`src/rtl/fetch_stage.sv`:
```
// Instruction fetch front end: issues imem word reads, tracks the PC and feeds decode.
// Define FETCH_PERF_EN to add the perf_fetched / perf_stall counter ports.
module fetch_stage #(
   parameter logic [31:0] RESET_PC = 32'h1eceb000
) (
   input  logic        clk,
   input  logic        rst_n,
   output logic [31:0] imem_addr,
   output logic [3:0]  imem_rmask,
   input  logic [31:0] imem_rdata,
   input  logic        imem_resp,
   input  logic        iq_full,
   input  logic        redirect_valid,
   input  logic [31:0] redirect_pc,
   output logic        inst_valid,
   output logic [31:0] inst,
   output logic [31:0] fetch_pc_curr,
   output logic [31:0] fetch_pc_next
`ifdef FETCH_PERF_EN
   ,
   output logic [31:0] perf_fetched,
   output logic [31:0] perf_stall
`endif
);

   localparam int unsigned XLEN   = 32;
   localparam int unsigned MASK_W = 4;
   localparam logic [MASK_W-1:0] RMASK_WORD = MASK_W'(4'b1111);
   localparam logic [XLEN-1:0]   PC_STEP    = XLEN'(4);
   localparam logic [XLEN-1:0]   ALIGN_MASK = ~XLEN'(3);

   typedef enum logic [2:0] {
      S_IDLE,
      S_ISSUE,
      S_WAIT,
      S_HOLD,
      S_DISCARD
   } state_t;

   state_t          state_q, state_d;
   logic [XLEN-1:0] pc_q, pc_d;
   logic [XLEN-1:0] inst_buf_q, inst_buf_d;
   logic [XLEN-1:0] pc_inc;
   logic [XLEN-1:0] redir_pc;
   logic            push;

   assign pc_inc   = pc_q + PC_STEP;
   assign redir_pc = redirect_pc & ALIGN_MASK;

   // State, PC and held-instruction registers
   always_ff @(posedge clk or negedge rst_n) begin
      if (!rst_n) begin
         state_q    <= S_IDLE;
         pc_q       <= RESET_PC;
         inst_buf_q <= '0;
      end else begin
         state_q    <= state_d;
         pc_q       <= pc_d;
         inst_buf_q <= inst_buf_d;
      end
   end

   // Next state and interface outputs; a redirect wins over any push or latch
   always_comb begin
      state_d       = state_q;
      pc_d          = pc_q;
      inst_buf_d    = inst_buf_q;
      imem_rmask    = '0;
      imem_addr     = '0;
      inst_valid    = 1'b0;
      inst          = '0;
      fetch_pc_curr = '0;
      fetch_pc_next = '0;
      push          = 1'b0;

      case (state_q)
         S_IDLE: begin
            state_d = S_ISSUE;
         end

         S_ISSUE: begin
            if (redirect_valid) begin
               pc_d = redir_pc;
            end else begin
               imem_rmask = RMASK_WORD;
               imem_addr  = pc_q;
               state_d    = S_WAIT;
            end
         end

         S_WAIT: begin
            if (redirect_valid) begin
               pc_d    = redir_pc;
               state_d = imem_resp ? S_ISSUE : S_DISCARD;
            end else if (imem_resp) begin
               if (!iq_full) begin
                  inst_valid = 1'b1;
                  inst       = imem_rdata;
                  push       = 1'b1;
                  pc_d       = pc_inc;
                  state_d    = S_ISSUE;
               end else begin
                  inst_buf_d = imem_rdata;
                  state_d    = S_HOLD;
               end
            end
         end

         S_HOLD: begin
            if (redirect_valid) begin
               pc_d    = redir_pc;
               state_d = S_ISSUE;
            end else begin
               inst_valid = 1'b1;
               inst       = inst_buf_q;
               if (!iq_full) begin
                  push    = 1'b1;
                  pc_d    = pc_inc;
                  state_d = S_ISSUE;
               end
            end
         end

         S_DISCARD: begin
            // The stale response still has to drain before a new request may issue
            if (redirect_valid) begin
               pc_d = redir_pc;
            end
            if (imem_resp) begin
               state_d = S_ISSUE;
            end
         end

         default: begin
            state_d = S_IDLE;
         end
      endcase

      if (inst_valid) begin
         fetch_pc_curr = pc_q;
         fetch_pc_next = pc_inc;
      end
   end

`ifdef FETCH_PERF_EN
   // Saturating push and queue-full stall counters, untouched by redirects
   always_ff @(posedge clk or negedge rst_n) begin
      if (!rst_n) begin
         perf_fetched <= '0;
         perf_stall   <= '0;
      end else begin
         if (push && (perf_fetched != '1)) begin
            perf_fetched <= perf_fetched + XLEN'(1);
         end
         if ((state_q == S_HOLD) && iq_full && (perf_stall != '1)) begin
            perf_stall <= perf_stall + XLEN'(1);
         end
      end
   end
`endif

`ifndef SYNTHESIS
   resp_when_outstanding_a : assert property (
      @(posedge clk) disable iff (!rst_n)
      imem_resp |-> ((state_q == S_WAIT) || (state_q == S_DISCARD))
   );
`endif

endmodule
```
`config.mk`:
```
export PLATFORM = sky130hd
export DESIGN_NAME = fetch_stage
export DESIGN_NICKNAME = d
export VERILOG_FILES = /design/src/rtl/fetch_stage.sv
export SDC_FILE = /design/constraint.sdc
export NUM_CORES = 1
export LEC_CHECK = 0
export ABC_AREA = 1
export CAP_MARGIN = 20
export CORE_UTILIZATION = 44
export CTS_BUF_LIST = sky130_fd_sc_hd__clkbuf_16
export DETAILED_ROUTE_END_ITERATION = 7
export GPL_ROUTABILITY_DRIVEN = 0
export PLACE_DENSITY_LB_ADDON = 0.1
export SLEW_MARGIN = 20
export SYNTH_ARGS = -nofsm -noshare
export SYNTH_HDL_FRONTEND = slang
export SYNTH_SLANG_ARGS = --single-unit
```
`constraint.sdc`:
```
create_clock -name clk -period 2.25 [get_ports clk]
set_input_delay 0.5625 -clock clk [delete_from_list [all_inputs] [get_ports clk]]
set_output_delay 0.5625 -clock clk [all_outputs]
set_load 0.05 [all_outputs]
```
==> results.sh, run 1 <==
export IMPL_synth_commonest_cells="nand2_1 (245), nor2_1 (127), inv_1 (111)"
export IMPL_grt_worst_endpoint="fetch_pc_next[30]"
export IMPL_stop_stage="global routing (5_1_grt)"
export IMPL_port_buffers=193
export IMPL_run_stop_error="[ERROR DPL-0038] Utilization greater than 100%, impossible to legalize"
export IMPL_hold_buffers=0
export IMPL_htree_num_levels=3
export IMPL_post_synth_main_area_contributors="dfrtp_1 (27%), nand2_1 (19%), nor2_1 (9.8%)"
export IMPL_synth_most_common_cell="nand2_1"
export IMPL_synth_warning_count=0
export IMPL_synth_main_ff_cell="dfrtp_1"
export IMPL_synth_top_area_share=0.272
export IMPL_cts_buffers_inserted=9
export IMPL_syn_inst=788
export IMPL_floorplan_initialDensity=0.450
export IMPL_grt_max_degree=65
export IMPL_cts_root_buffer="clkbuf_16"
export IMPL_synth_avg_cell_area_um2=6.19
export IMPL_detailed_place_hpwl_mm=14.2
export IMPL_number_of_distinct_library_cell_variants_in_the_gate_level_netlist_after_synthesis=31
export IMPL_pin_count=202
export IMPL_number_of_clock_sinks=65
export IMPL_fp_row_count=38
export IMPL_yosysTopAreaCell="dfrtp_1"
export IMPL_ys_async_sr_fraction=1.00
export IMPL_ys_ff_latch=65
export IMPL_die_height_um=107
export IMPL_synth_edf_count=0
export IMPL_timing_repair_worst_endpoint_type="primary output"
export IMPL_yosysSeqAreaShare=0.336
export IMPL_die_x_um=107
export IMPL_status="stopped before the end"
export IMPL_synthesis_area_um2=4880
export IMPL_ctsLongestPathBuffers=2
## stage by stage
stage | instance area [um2] | std cells | setup slack, ps | hold WS (ps)
floorplan | 5780 | 793 | -252 | 267
global placement | 9270 | 1143 | -315 | 465
detailed placement | 9270 | 1143 | -353 | 475
CTS | 10400 | 1179 | -233 | 233
## cells by family after synthesis
kind of cell | after synthesis | share of synthesized area
AO/OA/AOI/OAI | 112 | 0.132
AND/OR/NAND/NOR | 444 | 0.370
buffers and inverters | 159 | 0.148
XOR/XNOR | 6 | 0.0108
adder cells (fa/ha/maj) | 1 | 0.00256
flip-flops | 65 | 0.336
other | 1 | 0.000768
## repair_timing
action	4_1_cts
cloned	2
resized for setup	170
pin swaps	37
buffers inserted	18
setup endpoints to repair	126
==> inputs of run 2 (changes only) <==
--- a/config.mk
+++ b/config.mk
@@ -7,11 +7,10 @@
 export LEC_CHECK = 0
 export ABC_AREA = 1
 export CAP_MARGIN = 20
-export CORE_UTILIZATION = 44
-export CTS_BUF_LIST = sky130_fd_sc_hd__clkbuf_16
+export CORE_UTILIZATION = 30
 export DETAILED_ROUTE_END_ITERATION = 7
 export GPL_ROUTABILITY_DRIVEN = 0
-export PLACE_DENSITY_LB_ADDON = 0.1
+export PLACE_DENSITY_LB_ADDON = 0.15
 export SLEW_MARGIN = 20
 export SYNTH_ARGS = -nofsm -noshare
 export SYNTH_HDL_FRONTEND = slang
==> run 2 against run 1 <==
Compared with the run above: the flow now finishes, with violations (setup timing); area after synthesis unchanged; synthesized cell count did not move.
==> results.sh, run 2 <==
export IMPL_status="complete, but fails checks"
export IMPL_failed_checks="setup timing"
export IMPL_cts_tree="done"
export IMPL_critPathMaxFanout=5
export IMPL_hold_buffers=0
export IMPL_timing_critical_path_required_ps=1690
export IMPL_timing_critical_path_cells="nand2_4, nor2_4, nand2_2, nor2_4, nand3_2, a21oi_4, buf_12"
export IMPL_crit_path_start_kind="flop"
export IMPL_ys_async_sr_fraction=1.00
export IMPL_cpMostUsedCell="nor2_4"
export IMPL_vdd_ir_drop_max_mv=0.656
export IMPL_cts_root_buffer="clkbuf_16"
export IMPL_nNetsFinal=1125
export IMPL_detailed_place_hpwl_mm=13.1
export IMPL_ant_nets=0
export IMPL_maxClockFrequency_ghz=0.404
export IMPL_area_growth_syn_to_layout_pct=127
export IMPL_initialDrtViolationCount=214
export IMPL_timing_critical_path_slowest_cell_delay_ps=580
export IMPL_synth_main_ff_cell="dfrtp_1"
export IMPL_synth_edf_count=0
export IMPL_via_per_inst=4.63
export IMPL_syn_inst=788
export IMPL_drc=0
export IMPL_pin_count=202
export IMPL_yosysSeqAreaShare=0.336
export IMPL_number_of_clock_sinks=65
export IMPL_worstSkewPairLatency_ps=340
export IMPL_largest_register_ff_count=32
export IMPL_port_buffers=193
export IMPL_drt_pass1_iter_count=4
export IMPL_reg_largest_list="inst_buf_q (32), pc_q (30), state_q (3)"
export IMPL_postLayoutSetupSlackWorst_ps=-228
export IMPL_synth_top_area_share=0.272
export IMPL_initial_antenna_violation_count=1
export IMPL_static_leakage_power_uw=0.00476
export IMPL_max_flop_register="inst_buf_q"
export IMPL_yosysTopAreaCell="dfrtp_1"
export IMPL_grt_pass1_vias=5676
export IMPL_crit_slowest_cell="dfstp_2"
export IMPL_ctsLongestPathBuffers=2
export IMPL_finalHoldViolations=0
export IMPL_n_fill_cell=1217
export IMPL_layout_cells_most_common_list="nand2_1 (206), buf_12 (132), inv_1 (104)"
export IMPL_final_max_slew_violation_count=0
export IMPL_grt_first_pass_wirelength_mm=28.1
export IMPL_max_cap_violations=0
export IMPL_post_synth_main_area_contributors="dfrtp_1 (27%), nand2_1 (19%), nor2_1 (9.8%)"
export IMPL_cts_clk_slew_worst_paths_ps=60
export IMPL_setup_viol_count_final=122
export IMPL_postRouteWirelength_mm=18.7
export IMPL_die_x_um=130
export IMPL_p_per_area_nw_per_um2=1140
export IMPL_routedWlPerCell_um=14.7
export IMPL_fin_crit_sh=1.10
export IMPL_globalRouteTotalUtil=0.216
export IMPL_floorplan_initialDensity=0.307
export IMPL_synth_warning_count=0
export IMPL_synth_commonest_cells="nand2_1 (245), nor2_1 (127), inv_1 (111)"
export IMPL_ys_ff_latch=65
export IMPL_die_height_um=130
export IMPL_htree_num_levels=3
export IMPL_final_core_density=0.697
export IMPL_antenna_cells_inserted=0
export IMPL_final_layout_size_suffix_gt1_frac=0.483
export IMPL_critPathKind="flop to output pin"
export IMPL_final_common_cell="nand2_1"
export IMPL_core_region_area_um2=15900
export IMPL_number_of_distinct_library_cell_variants_in_the_gate_level_netlist_after_synthesis=31
export IMPL_grt_overflow_total=0
export IMPL_fin_hold_ws_ps=108
export IMPL_grt_max_degree=65
export IMPL_synth_most_common_cell="nand2_1"
export IMPL_timing_critical_path_buf_inv=1
export IMPL_fp_row_count=46
export IMPL_synthesis_area_um2=4880
export IMPL_finalCriticalPeriod_ps=2480
export IMPL_rsz0062_at_grt="yes"
export IMPL_design_die_area_um2=16800
export IMPL_synth_avg_cell_area_um2=6.19
export IMPL_worst_hold_path_type="input port to asynchronous set/reset pin"
export IMPL_worst_ep_arrival_time_ps=1920
export IMPL_critPathTopFamily="simple AND/OR/NAND/NOR gates"
export IMPL_cts_buffers_inserted=9
export IMPL_fin_worst_skew_ps=5.69
export IMPL_layout_cells_non_filler=1276
export IMPL_kind_of_end_point_of_the_critical_path="output pin"
export IMPL_dr_total_vias=5913
export IMPL_placedCellCount=1229
-- run 2: metrics by stage --
stage,power (uW),worst slack (ps),TNS [ps],area [um2]
after global routing,13400,-290,-22050,11100
final,12700,-228,-14260,11100
after CTS,12100,-201,-11830,10300
after global placement,10100,-324,-30670,9520
after floorplan,7010,-252,-4760,5780
after detailed placement,10200,-321,-30870,9520
-- run 2: worst reg2reg max path: cells and delay by family, from the launching register on --
family,cells,cell delay (ps)
and+or+nand+nor,8,800
DFF,1,600
buffers and inverters,3,400
-- run 2: layout make-up --
cell class              count  area [um2]  area share
multi-input cells         569        4140       0.374
clock buffers               9         225      0.0203
repair buffers            293        4240       0.383
flip-flops and latches     65        1640       0.148
well taps                 216         270      0.0244
inverters                 117         457      0.0412
clock inverters             7        95.1     0.00859
-- run 2: cells by family (layout without fill, tap and decap cells) --
| family | after synthesis | count (layout) | synth area share |
|---|---|---|---|
| adders and majority gates | 1 | 1 | 0.00256 |
| and+or+nand+nor | 444 | 444 | 0.370 |
| xor gates and xnor gates | 6 | 6 | 0.0108 |
| buffers and inverters | 159 | 426 | 0.148 |
| AOI/OAI and AO/OA | 112 | 112 | 0.132 |
| DFF | 65 | 65 | 0.336 |
| other | 1 | 6 | 0.000768 |
-- run 2: final timing paths --
check | from | to | slack [ps] | cells after the start
worst max-delay path | pc_q[13] | fetch_pc_next[21] | -230 | 7
worst min-delay path | rst_n | pc_q[6] | 110 | 1
worst max register to register | pc_q[19] | pc_q[30] | 400 | 11
worst min register to register | inst_buf_q[4] | inst_buf_q[4] | 480 | 2
max in group asynchronous | rst_n | pc_q[18] | 1500 | 2
min in group clk | inst_buf_q[4] | inst_buf_q[4] | 480 | 2
-- run 2: power by group --
part / total [uW] / switching [uW] / internal, uW
Combinational: 8800 / 5160 / 3630
Clock: 1510 / 544 / 969
Sequential: 2370 / 569 / 1800
Total: 12700 / 6280 / 6400
-- run 2: what timing repair did --
item,4_1_cts,5_1_grt
cloned,0,4
pin swaps,38,32
resized for setup,115,106
buffers inserted,14,13
endpoints found under the setup margin,122,122
-- run 2: routing by layer --
metal	share of wire	vias up	global-route usage	routed length, um
met3	0.067	30	0.0595	1260
met5	0.00069	-	0	13
li1	-	2933	-	-
met4	0.019	2	0.0691	361
met2	0.51	173	0.394	9570
met1	0.40	2775	0.243	7530
Power figures use the tool's default switching activity.
